File: src/rtl/mips_pkg.sv
// ---------------------------------------------------------------------------
// mips_pkg
// Shared definitions for the Mini-MIPS core.
//   - ALU opcode constants, as decoded by the decode stage and consumed by
//     the ALU.
//   - State encoding of the execute-stage exception controller.
//   - A helper that identifies opcodes whose overflow flag is meaningful.
// No ports: this file only holds types, constants and functions.
// ---------------------------------------------------------------------------
package mips_pkg;

   // ALU opcodes. SUB shares the low bits of ADD, so the adder is selected
   // by the low nibble and bit 4 picks subtraction.
   localparam logic [4:0] ALU_ADD = 5'h00;
   localparam logic [4:0] ALU_SUB = 5'h10;
   localparam logic [4:0] ALU_AND = 5'h01;
   localparam logic [4:0] ALU_OR  = 5'h02;
   localparam logic [4:0] ALU_NOT = 5'h03;
   localparam logic [4:0] ALU_XOR = 5'h04;
   localparam logic [4:0] ALU_SLL = 5'h05;
   localparam logic [4:0] ALU_SRL = 5'h06;
   localparam logic [4:0] ALU_SRA = 5'h07;
   localparam logic [4:0] ALU_EQ  = 5'h08;
   localparam logic [4:0] ALU_NE  = 5'h09;
   localparam logic [4:0] ALU_LT  = 5'h0a;
   localparam logic [4:0] ALU_GT  = 5'h0b;
   localparam logic [4:0] ALU_LE  = 5'h0c;
   localparam logic [4:0] ALU_GE  = 5'h0d;
   localparam logic [4:0] ALU_LTU = 5'h0e;
   localparam logic [4:0] ALU_GTU = 5'h0f;

   // Execute-stage controller states. RUN is the normal flowing state;
   // TRAP holds the stage closed until the handler acknowledges.
   typedef enum logic {
      EX_RUN  = 1'b0,
      EX_TRAP = 1'b1
   } ex_state_t;

   // The ALU only defines its overflow output for ADD and SUB; for every
   // other opcode it may drive X, so the flag must be masked with this.
   function automatic logic is_add_sub(input logic [4:0] op);
      return (op == ALU_ADD) || (op == ALU_SUB);
   endfunction

endpackage

File: src/rtl/ex_pipe_reg.sv
// ---------------------------------------------------------------------------
// ex_pipe_reg
// One-entry valid/ready register slice used twice by ex_stage (operand slice
// and result slice).
//
// Ports
//   clk        in   rising-edge clock
//   rst        in   synchronous active-high reset, empties the slice and
//                   zeroes the payload
//   flush      in   synchronous clear, same effect as rst; takes priority
//                   over a load on the same edge
//   in_valid   in   upstream offers a payload
//   in_ready   out  slice can take a payload this cycle (empty, or the
//                   current entry leaves on the same edge)
//   in_data    in   payload, WIDTH bits
//   out_valid  out  slice holds a payload
//   out_ready  in   downstream takes the payload this cycle
//   out_data   out  registered payload
// ---------------------------------------------------------------------------
module ex_pipe_reg #(
   parameter int WIDTH = 32
) (
   input  logic             clk,
   input  logic             rst,
   input  logic             flush,
   input  logic             in_valid,
   output logic             in_ready,
   input  logic [WIDTH-1:0] in_data,
   output logic             out_valid,
   input  logic             out_ready,
   output logic [WIDTH-1:0] out_data
);

   logic             valid_q;
   logic [WIDTH-1:0] data_q;

   // The slice advances whenever it is empty or its entry is being taken,
   // which lets a drain and a refill happen on the same edge.
   assign in_ready  = !valid_q || out_ready;
   assign out_valid = valid_q;
   assign out_data  = data_q;

   // Payload only updates when a real entry arrives, so the outputs stay
   // stable across bubbles and downstream sees no spurious changes.
   always_ff @(posedge clk) begin
      if (rst || flush) begin
         valid_q <= 1'b0;
         data_q  <= '0;
      end else if (in_ready) begin
         valid_q <= in_valid;
         if (in_valid) begin
            data_q <= in_data;
         end
      end
   end

endmodule

File: src/rtl/ex_stage.sv
// ---------------------------------------------------------------------------
// ex_stage
// Execute-stage controller of the Mini-MIPS core. Registers decoded operands
// (OPR slice), presents them to the external combinational ALU, and captures
// the ALU result into the result slice (RES) for the memory stage. A trapping
// ADD/SUB overflow squashes the faulting instruction, raises a precise
// exception and closes the stage until the handler acknowledges it.
//
// Ports
//   clk, rst                 clock and synchronous active-high reset
//   id_valid / id_ready      handshake with decode
//   id_rs_val, id_rt_val     operands (rs also carries the shift amount)
//   id_imm, id_use_imm       raw immediate and its select
//   id_alu_op                ALU opcode (mips_pkg)
//   id_rd, id_wb_en          destination register and write enable
//   id_trap_ovf              overflow traps (ADD/SUB vs ADDU/SUBU)
//   id_pc                    instruction PC
//   alu_in1, alu_in2,
//   alu_op, alu_imm          operands and controls driven to the ALU
//   alu_out, alu_overflow    ALU result and overflow flag
//   ex_valid / ex_ready      handshake with the memory stage
//   ex_result, ex_rd,
//   ex_wb_en, ex_pc          registered result fields
//   exc_ovf, exc_pc          pending overflow exception and faulting PC
//   exc_ack                  handler acknowledge
// ---------------------------------------------------------------------------
module ex_stage
   import mips_pkg::*;
#(
   parameter int BUS_WIDTH      = 32,
   parameter int REG_ADDR_WIDTH = 5
) (
   input  logic                      clk,
   input  logic                      rst,

   input  logic                      id_valid,
   output logic                      id_ready,
   input  logic [BUS_WIDTH-1:0]      id_rs_val,
   input  logic [BUS_WIDTH-1:0]      id_rt_val,
   input  logic [15:0]               id_imm,
   input  logic                      id_use_imm,
   input  logic [4:0]                id_alu_op,
   input  logic [REG_ADDR_WIDTH-1:0] id_rd,
   input  logic                      id_wb_en,
   input  logic                      id_trap_ovf,
   input  logic [BUS_WIDTH-1:0]      id_pc,

   output logic [BUS_WIDTH-1:0]      alu_in1,
   output logic [BUS_WIDTH-1:0]      alu_in2,
   output logic [4:0]                alu_op,
   output logic                      alu_imm,
   input  logic [BUS_WIDTH-1:0]      alu_out,
   input  logic                      alu_overflow,

   output logic                      ex_valid,
   input  logic                      ex_ready,
   output logic [BUS_WIDTH-1:0]      ex_result,
   output logic [REG_ADDR_WIDTH-1:0] ex_rd,
   output logic                      ex_wb_en,
   output logic [BUS_WIDTH-1:0]      ex_pc,

   output logic                      exc_ovf,
   output logic [BUS_WIDTH-1:0]      exc_pc,
   input  logic                      exc_ack
);

   // Operand slice payload: rs, rt, imm, use_imm, op, rd, wb_en, trap_ovf, pc.
   localparam int OPR_W = 3 * BUS_WIDTH + 16 + 1 + 5 + REG_ADDR_WIDTH + 1 + 1;
   // Result slice payload: result, rd, wb_en, pc.
   localparam int RES_W = 2 * BUS_WIDTH + REG_ADDR_WIDTH + 1;

   ex_state_t                 state_q;
   ex_state_t                 state_d;
   logic [BUS_WIDTH-1:0]      exc_pc_q;
   logic                      exc_pc_load;

   logic                      opr_in_valid;
   logic                      opr_adv;
   logic                      opr_valid;
   logic [OPR_W-1:0]          opr_in_data;
   logic [OPR_W-1:0]          opr_data;

   logic [BUS_WIDTH-1:0]      opr_rs;
   logic [BUS_WIDTH-1:0]      opr_rt;
   logic [15:0]               opr_imm;
   logic                      opr_use_imm;
   logic [4:0]                opr_alu_op;
   logic [REG_ADDR_WIDTH-1:0] opr_rd;
   logic                      opr_wb_en;
   logic                      opr_trap_ovf;
   logic [BUS_WIDTH-1:0]      opr_pc;

   logic                      res_in_valid;
   logic                      res_adv;
   logic [RES_W-1:0]          res_in_data;
   logic [RES_W-1:0]          res_data;

   logic                      trap;
   logic                      trap_take;

   // -----------------------------------------------------------------------
   // Operand slice. Decode is only accepted while running; the slice is
   // emptied on the edge a trap is taken so the faulting instruction (and
   // anything arriving with it) never reaches the result slice.
   // -----------------------------------------------------------------------
   assign id_ready     = (state_q == EX_RUN) && opr_adv && !rst;
   assign opr_in_valid = id_valid && id_ready;
   assign opr_in_data  = {id_rs_val, id_rt_val, id_imm, id_use_imm, id_alu_op,
                          id_rd, id_wb_en, id_trap_ovf, id_pc};

   ex_pipe_reg #(.WIDTH(OPR_W)) u_opr (
      .clk       (clk),
      .rst       (rst),
      .flush     (trap_take),
      .in_valid  (opr_in_valid),
      .in_ready  (opr_adv),
      .in_data   (opr_in_data),
      .out_valid (opr_valid),
      .out_ready (res_adv),
      .out_data  (opr_data)
   );

   assign {opr_rs, opr_rt, opr_imm, opr_use_imm, opr_alu_op,
           opr_rd, opr_wb_en, opr_trap_ovf, opr_pc} = opr_data;

   // -----------------------------------------------------------------------
   // ALU drive. The immediate is passed raw in the low half; the ALU applies
   // its own sign or zero extension depending on the opcode.
   // -----------------------------------------------------------------------
   assign alu_in1 = opr_rs;
   assign alu_in2 = opr_use_imm ? {{(BUS_WIDTH-16){1'b0}}, opr_imm} : opr_rt;
   assign alu_op  = opr_alu_op;
   assign alu_imm = opr_use_imm;

   // The opcode gate comes first so an undefined overflow flag on non-adder
   // opcodes can never leak into the trap decision.
   assign trap      = opr_valid && opr_trap_ovf && is_add_sub(opr_alu_op)
                      && alu_overflow;
   assign trap_take = trap && res_adv && (state_q == EX_RUN);

   // -----------------------------------------------------------------------
   // Result slice. A trapping instruction is presented as a bubble, so an
   // older result already held here still drains on the trap edge.
   // -----------------------------------------------------------------------
   assign res_in_valid = opr_valid && !trap;
   assign res_in_data  = {alu_out, opr_rd, opr_wb_en, opr_pc};

   ex_pipe_reg #(.WIDTH(RES_W)) u_res (
      .clk       (clk),
      .rst       (rst),
      .flush     (1'b0),
      .in_valid  (res_in_valid),
      .in_ready  (res_adv),
      .in_data   (res_in_data),
      .out_valid (ex_valid),
      .out_ready (ex_ready),
      .out_data  (res_data)
   );

   assign {ex_result, ex_rd, ex_wb_en, ex_pc} = res_data;

   // -----------------------------------------------------------------------
   // Exception controller state and faulting-PC register. Reset always
   // returns to RUN so no exception survives a reset.
   // -----------------------------------------------------------------------
   always_ff @(posedge clk) begin
      if (rst) begin
         state_q  <= EX_RUN;
         exc_pc_q <= '0;
      end else begin
         state_q <= state_d;
         if (exc_pc_load) begin
            exc_pc_q <= opr_pc;
         end
      end
   end

   // -----------------------------------------------------------------------
   // Next-state logic. A trap is only taken on an edge where the result
   // slice can move, so the older instruction ahead of it is not lost.
   // An acknowledge while running has no meaning and is ignored.
   // -----------------------------------------------------------------------
   always_comb begin
      state_d     = state_q;
      exc_pc_load = 1'b0;
      unique case (state_q)
         EX_RUN: begin
            if (trap_take) begin
               state_d     = EX_TRAP;
               exc_pc_load = 1'b1;
            end
         end
         EX_TRAP: begin
            if (exc_ack) begin
               state_d = EX_RUN;
            end
         end
         default: begin
            state_d = EX_RUN;
         end
      endcase
   end

   assign exc_ovf = (state_q == EX_TRAP);
   assign exc_pc  = exc_pc_q;

endmodule

File: config.mk
export PLATFORM = sky130hd
export DESIGN_NAME = ex_stage
export DESIGN_NICKNAME = d
export VERILOG_FILES = /design/src/rtl/mips_pkg.sv /design/src/rtl/ex_pipe_reg.sv /design/src/rtl/ex_stage.sv
export SDC_FILE = /design/constraint.sdc
export NUM_CORES = 1
export LEC_CHECK = 0
export BUFFER_PORTS_ARGS = -buffer_cell sky130_fd_sc_hd__buf_4
export CAP_MARGIN = 40
export CORE_ASPECT_RATIO = 1.25
export CORE_MARGIN = 10
export CORE_UTILIZATION = 53
export DETAILED_ROUTE_END_ITERATION = 8
export GPL_TIMING_DRIVEN = 0
export PLACE_DENSITY = 0.85
export SKIP_CTS_REPAIR_TIMING = 1
export SYNTH_ARGS = -nofsm -noshare
export SYNTH_HDL_FRONTEND = slang
export SYNTH_SLANG_ARGS = --single-unit
File: constraint.sdc
create_clock -name clk -period 3.1 [get_ports clk]
set_input_delay 0.465 -clock clk [delete_from_list [all_inputs] [get_ports clk]]
set_output_delay 0.465 -clock clk [all_outputs]
set_load 0.05 [all_outputs]
# == Word-level counts from Yosys, hierarchy flattened ==
# Cells that the tools add are included.
# classes
eq_ne,1
muxes,5
bitwise_logic,1
reduce_logical,20
# ops
op,n
two-way mux 32 bit,1
logical AND 1 bit,9
"== test 5 bit, second input constant",1
zero test 5 bit,1
zero test 1 bit,4
logical OR 1 bit,4
AND reduction 2 bit,2
two-way mux 1 bit,3
one-hot mux 1 bit (2 select lines),1
NOT 1 bit,1
# word_totals
reg_bits,230
in_bits,163
wordCells,33

# == Logic depth before layout (Yosys ltp) ==
# Gate-level depths: netlist of run 1.
# logic_depth
word_depth,8
mapped_depth,7

# == By module ==
# A second synthesis of run 1 with hierarchy kept.
# hier_totals
hier_cells,1084
area_unflattened_um2,9942.0
# modules_own_cells
mod,instances,cells_per_inst,area_per_inst_um2,seq_area_each_um2
ex_pipe_reg (u_opr),1,575,5014.8,2522.4
ex_pipe_reg (u_res),1,325,3080.5,1421.4
ex_stage,1,184,1846.8,660.6

# == Worst setup path after synthesis of run 1 ==
# No wires, ideal clock.
# synth_path
kind,reg-to-output
startpoint,"register u_res.valid_q, in the netlist u_res.out_valid"
endpoint,output id_ready
t_arrival_ns,2.307
path_slack_ns,0.328
path_stages_with_launch,6
n_path_buf,3
cell_sequence,dfxtp_1 and3b_1 clkbuf_1 clkbuf_1 clkbuf_1 nor3_1
# synth_via
elab_chain_len,5
# synth_lines
element,line_no,source
start: declaration,ex_pipe_reg.sv:34,logic valid_q;
start signal: assignment,ex_pipe_reg.sv:50,valid_q <= in_valid;
zero test 1 bit,ex_pipe_reg.sv:39,assign in_ready = !valid_q || out_ready;
logical OR 1 bit (2 in a row),ex_pipe_reg.sv:39,
logical AND 1 bit (2 in a row),ex_stage.sv:106,assign id_ready = (state_q == EX_RUN) && opr_adv && !rst;
end: declaration,ex_stage.sv:37,"output logic id_ready,"
# Every way passes these cells.

# == Final worst setup path of run 1 ==
# layout_path
startpoint,"register u_opr.valid_q, in the netlist u_opr.out_valid"
endpoint,output id_ready
# layout_via
elab_chain_len,4
# layout_lines
element,line_no
start: declaration,ex_pipe_reg.sv:34
start signal: assignment,ex_pipe_reg.sv:50
zero test 1 bit,ex_pipe_reg.sv:39
logical OR 1 bit,ex_pipe_reg.sv:39
logical AND 1 bit (2 in a row),ex_stage.sv:106
# Every way passes these cells.

==> qor.csv, run 1 <==
metric,value,unit
synth_cells,1072,
die_h,168,um
cap_violations,0,
hold_class,in2reg,
synth-edff-count,0,
stdcell_area,12800,um^2
netlist_area,9300,um^2
hold_viol,0,
ios,338,
ys_top_cells_by_area,"dfxtp_1, mux2i_1, nand2_1",
worstSkewPairLatency,0.50,ns
hold_depth,2,
grt_pass1_wl,48500,um
hold_ws,0.169,ns
slew_headroom,42.7,%
start_util,53.5,%
min_period_over_period,93.9,%
ys_async_sr_fraction,0,%
cp.required,2.63,ns
viasPerCell,5.39,
grt_pass1_vias,9097,
clkTransAtPathRegs,0.06,ns
synth_most_common_cell,dfxtp_1,
drt_wl_total,31200,um
synthDominantCellAreaShare,49.5,%
final_cells,1669,
die_x,138,um
endpoint_kind,output port,
fin_tns_setup,0,ns
timing.final.ws_setup,0.190,ns
grt_max_degree,16,
h-tree-depth,1,
status,"complete, no violations",
synth_fp_nets,1235,
drive_gt1_share,30.6,%
worstPathArrival,2.45,ns
finalPower,6.63,mW
worstMarginPinSlew,0.852,ns
track_usage,24.8,%
final_util,73.7,%
hpwl,23700,um
reg2reg_depth,6,
peakVddDrop,433,uV
dp_cells,1633,
num_antenna_cells,0,
vias,9001,
dr.pass1.iters,5,
numPortBuffers,337,
dpl_worst_slack,0.214,ns
routedWlPerCell,18.7,um
avgSynthCellArea,8.67,um^2
ys_ff_latch,230,
antenna_left,0,
drv_slew,0,
fin_nets,1596,
area_growth,37.7,%
dieArea,23300,um^2
yosysUniqueCellTypes,26,
rsz0062_at_grt,false,
start_kind,register,
ys.flop_type,dfxtp_1,
nFillCells,1323,
synth_seq_area_share,49.5,%
overflow,0,
clock_path_buffers,3,
antenna_found_initial,0,
post-route-drc-count,0,
cts_made_buffers,23,
yosysWarnings,0,
setup-violations-final,0,
skew,0.0133,ns
gp_congestion,0.820,
ys_top_cells_by_count,"dfxtp_1, nand2_1, a21oi_1",
cts.sinks,230,
yosys.area.top_type,dfxtp_1,
fmax,0.344,GHz
core_area,17400,um^2
worstPathMaxFanout,10,
total_leakage_power,5.54,nW
placed_area,12100,um^2
min_period,2.91,ns
drt_iter0_markers,588,
cts_tree,yes,
critPathKind,reg2out,
core.rowCount,54,
cellPowerDensity,518,nW/um^2
cts_root_buffer,clkbuf_16,
==> metal layers <==
layer	vias up	share of wire, %	track usage (%)
li1	4374	-	-
met1	4212	38	28.3
met2	348	51	44.1
met3	67	7.2	5.12
met4	0	4.0	10.3
met5	-	0	0
==> placed cells by master, fill, tap and decap left out <==
cell type and count:
nor2b_1 17, nand2b_1 2, clkbuf_1 88, buf_6 3, buf_2 11, mux2_2 16
o41ai_4 1, a21oi_1 128, o211ai_1 1, o21ai_0 126, dfxtp_1 230, nand3_1 125
nor4_2 1, and3b_2 1, or4b_1 1, or4_1 1, nor3_1 1, bufinv_16 1
clkbuf_16 23, nand2_1 172, buf_1 4, clkbuf_8 3, nor3b_1 1, o211a_1 1
inv_1 1, clkinv_2 5, or3b_2 1, clkinv_4 2, mux2i_1 102, nand3b_1 2
buf_4 374
==> final cells by class <==
cell class              count  area [um^2]  area share (%)
plain buffers             140          701            5.47
inverters                   1         3.75          0.0293
multi-input cells         700         3980            31.1
clock inverters             8         72.6           0.567
clock buffers              29          628            4.91
well taps                 224          280            2.19
repair buffers            337         2530            19.8
flip-flops and latches    230         4600            36.0
==> final timing paths <==
| check | from | to | slack [ns] |
|---|---|---|---|
| worst max-delay path | u_opr.out_valid | id_ready | 0.19 |
| worst min-delay path | rst | u_res.out_valid | 0.17 |
| worst max register to register | u_opr.out_data[40] | u_opr.out_data[119] | 0.53 |
| worst min register to register | u_res.out_data[5] | u_res.out_data[5] | 0.46 |
==> power by group <==
part,switching [mW],total [mW],leakage [nW],internal (mW)
Clock,1.12,2.62,0.350,1.51
Sequential,0.0484,3.10,1.87,3.05
Combinational,0.544,0.903,3.32,0.360
==> cells by family after synthesis <==
kind of cell           after synthesis  synth area share, %
AND/OR/NAND/NOR                    325                 15.8
AO/OA/AOI/OAI                      257                 14.2
flip-flops                         230                 49.5
buffers and inverters              142                 7.62
multiplexers                       118                 12.9
==> registers in the layout (all words and copies together), names as in the netlist <==
signal	cells
u_opr.out_data	125
u_res.out_data	70
exc_pc	32
exc_ovf	1
u_opr.out_valid	1
u_res.out_valid	1
==> worst max-delay path: stages, from the launching register on <==
cell      delay [ns]
dfxtp_1         0.42
and3b_2         0.38
clkbuf_1        0.38
clkbuf_1        0.42
nor3_1          0.11
buf_4           0.22
Note: power is estimated with default switching activity, not from simulation.
==> run 2: changes to the inputs <==
- CORE_UTILIZATION: 53 -> 54
- SYNTH_HIERARCHICAL: unset -> 1
==> run 2 against run 1 <==
Net effect:
- clock-buffer cell count up 2
- setup slack lost 0.017 ns
- sequential cell count unchanged
- register-to-register slack got worse by 0.34 ns
- via count is 7.6% higher
- fmax decreased by 0.57%
- clock skew decreased by 0.0028 ns
- global-route usage is 2.0 points higher
- first-iteration DRC count up 17%
- synthesized cell count rose by 1.1%
- non-clock buffer count decreased by 18
- synthesized area up 7.0%
- critical path type unchanged
- critical endpoint unchanged
- highest routed layer unchanged
==> qor.csv, run 2 <==
metric,value,unit
start_util,54.9,%
worstPathArrival,2.46,ns
synth_seq_area_share,46.3,%
stdcell_area,13600,um^2
avgSynthCellArea,9.17,um^2
hpwl,26200,um
setup-violations-final,0,
path_buf_inv,5,
cp.required,2.63,ns
die_h,172,um
gp_congestion,0.916,
drv_slew,0,
antenna_left,0,
layout_common_cells,"buf_4, dfxtp_1, nand2_1, nand4_1, o21ai_2",
r2r_end,u_opr/out_data[59],
max_stage_delay,0.34,ns
dieArea,24300,um^2
rsz0062_at_grt,false,
antenna_found_initial,0,
worstMarginPinSlew,0.581,ns
cap_violations,0,
worstPathMaxFanout,11,
hold_start,id_imm[1],
fmax,0.342,GHz
ios,338,
clkTransAtPathRegs,0.06,ns
finalPower,7.08,mW
grt_max_degree,16,
netlist_area,9940,um^2
die_x,141,um
layout_commonest_cell,buf_4,
ys_async_sr_fraction,0,%
viasPerCell,5.72,
holdPathEnd,u_opr/out_data[46],
critPathKind,reg2out,
routedWlPerCell,20.6,um
path_cells,nand2b_4 -> buf_6 -> buf_2 -> nand2b_4 -> buf_4 -> buf_2 -> nor3b_2 -> buf_4,
cp_slowest_cell,dfxtp_1,
h-tree-depth,1,
slew_headroom,61.3,%
min_period_over_period,94.4,%
largest_reg_flops,125,
cts_made_buffers,24,
numPortBuffers,337,
start_kind,register,
core_area,18100,um^2
num_antenna_cells,0,
seqCellArea,4600,um^2
yosysUniqueCellTypes,31,
drt_wl_total,34900,um
fin_nets,1610,
synth_cells,1084,
grt_pass1_wl,53200,um
dr.pass1.iters,5,
hold_class,in2reg,
ys_ff_latch,230,
min_period,2.93,ns
cts.sinks,230,
worstSkewPairLatency,0.51,ns
peakVddDrop,548,uV
skew,0.0105,ns
synth_fp_nets,1247,
ys_top_cells_by_area,"dfxtp_1, nand4_1, o21ai_2",
drt_iter0_markers,689,
synth-edff-count,0,
synthDominantCellAreaShare,46.3,%
drive_gt1_share,40.5,%
regToRegSetupSlack,0.19,ns
hold_viol,0,
status,"complete, no violations",
multi_input_area,4500,um^2
endpoint_kind,output port,
clock_path_buffers,3,
nFillCells,1343,
ys_top_cells_by_count,"dfxtp_1, nand2_1, nand4_1",
placed_area,12800,um^2
dp_cells,1649,
cts_tree,yes,
reg2reg_depth,12,
yosys.area.top_type,dfxtp_1,
synth_most_common_cell,dfxtp_1,
r2r-start,u_res/out_valid,
overflow,0,
total_leakage_power,5.59,nW
crit_family,buffers and inverters,
core.rowCount,55,
yosysWarnings,6,
cellPowerDensity,520,nW/um^2
hold_depth,3,
final_cells,1692,
track_usage,26.8,%
area_growth,36.9,%
cts_root_buffer,clkbuf_16,
vias,9685,
ys.flop_type,dfxtp_1,
grt_pass1_vias,9781,
post-route-drc-count,0,
-- run 2: how the worst max path moves through the flow --
stage | end | slack [ns] | cells after the start | startpoint
finish | id_ready | 0.17 | 8 | u_res/out_valid
global route | u_opr/out_data[78] | 0.05 | 14 | u_res/out_valid
CTS | u_opr/out_data[89] | 0.06 | 13 | u_res/out_valid
detailed placement | u_opr/out_data[89] | -0.15 | 14 | ex_ready
global placement | u_opr/out_data[103] | -0.1 | 14 | ex_ready
floorplan | u_opr/out_data[80] | 0.003 | 14 | u_res/out_valid
-- run 2: cell type report --
cell class / instances / share of cell area (%)
Sequential cell: 230 / 33.8
Multi-Input combinational cell: 730 / 33.0
Timing Repair Buffer: 337 / 18.6
Buffer: 122 / 6.18
Clock buffer: 31 / 4.91
Tap cell: 228 / 2.10
Clock inverter: 12 / 1.32
Inverter: 2 / 0.0551
-- run 2: routing by layer --
metal  GRT usage (%)  vias up  share of wire [%]
met2            47.9      512                 51
li1                -     4563                  -
met5               0        -                  0
met1            29.5     4554                 36
met3            9.02       56                 11
met4            7.15        0                2.5
-- run 2: kinds of logic (layout without fill, tap and decap cells) --
logic type / count (synthesis) / after routing / synth area share [%]
compound gates: 199 / 199 / 14.3
buf+inv: 124 / 504 / 8.48
flops: 230 / 230 / 46.3
mux: 48 / 48 / 5.03
other cells: 1 / 1 / 0.0377
simple gates: 482 / 482 / 25.8
-- run 2: worst min-delay path, stage by stage --
cell and delay, ns:
buf_4 0.08, nand4_1 0.07, o21ai_0 0.07
-- run 2: stage by stage --
| step | setup slack, ns | setup TNS (ns) | util [%] | hold WS, ns |
|---|---|---|---|---|
| 2_1_floorplan | 0.00294 | 0 | - | 0.424 |
| 3_3_place_gp | -0.0955 | -2.84 | 70.5 | 0.431 |
| 3_5_place_dp | -0.149 | -4.07 | 70.5 | 0.440 |
| 4_1_cts | 0.0634 | 0 | 75.2 | 0.190 |
| 5_1_grt | 0.0531 | 0 | 75.2 | 0.191 |
| 6_report | 0.173 | 0 | 75.2 | 0.200 |
-- run 2: where the power goes --
| group | internal (mW) | switching (mW) |
|---|---|---|
| clock network | 1.86 | 1.22 |
| registers | 3.04 | 0.0575 |
| logic | 0.349 | 0.549 |
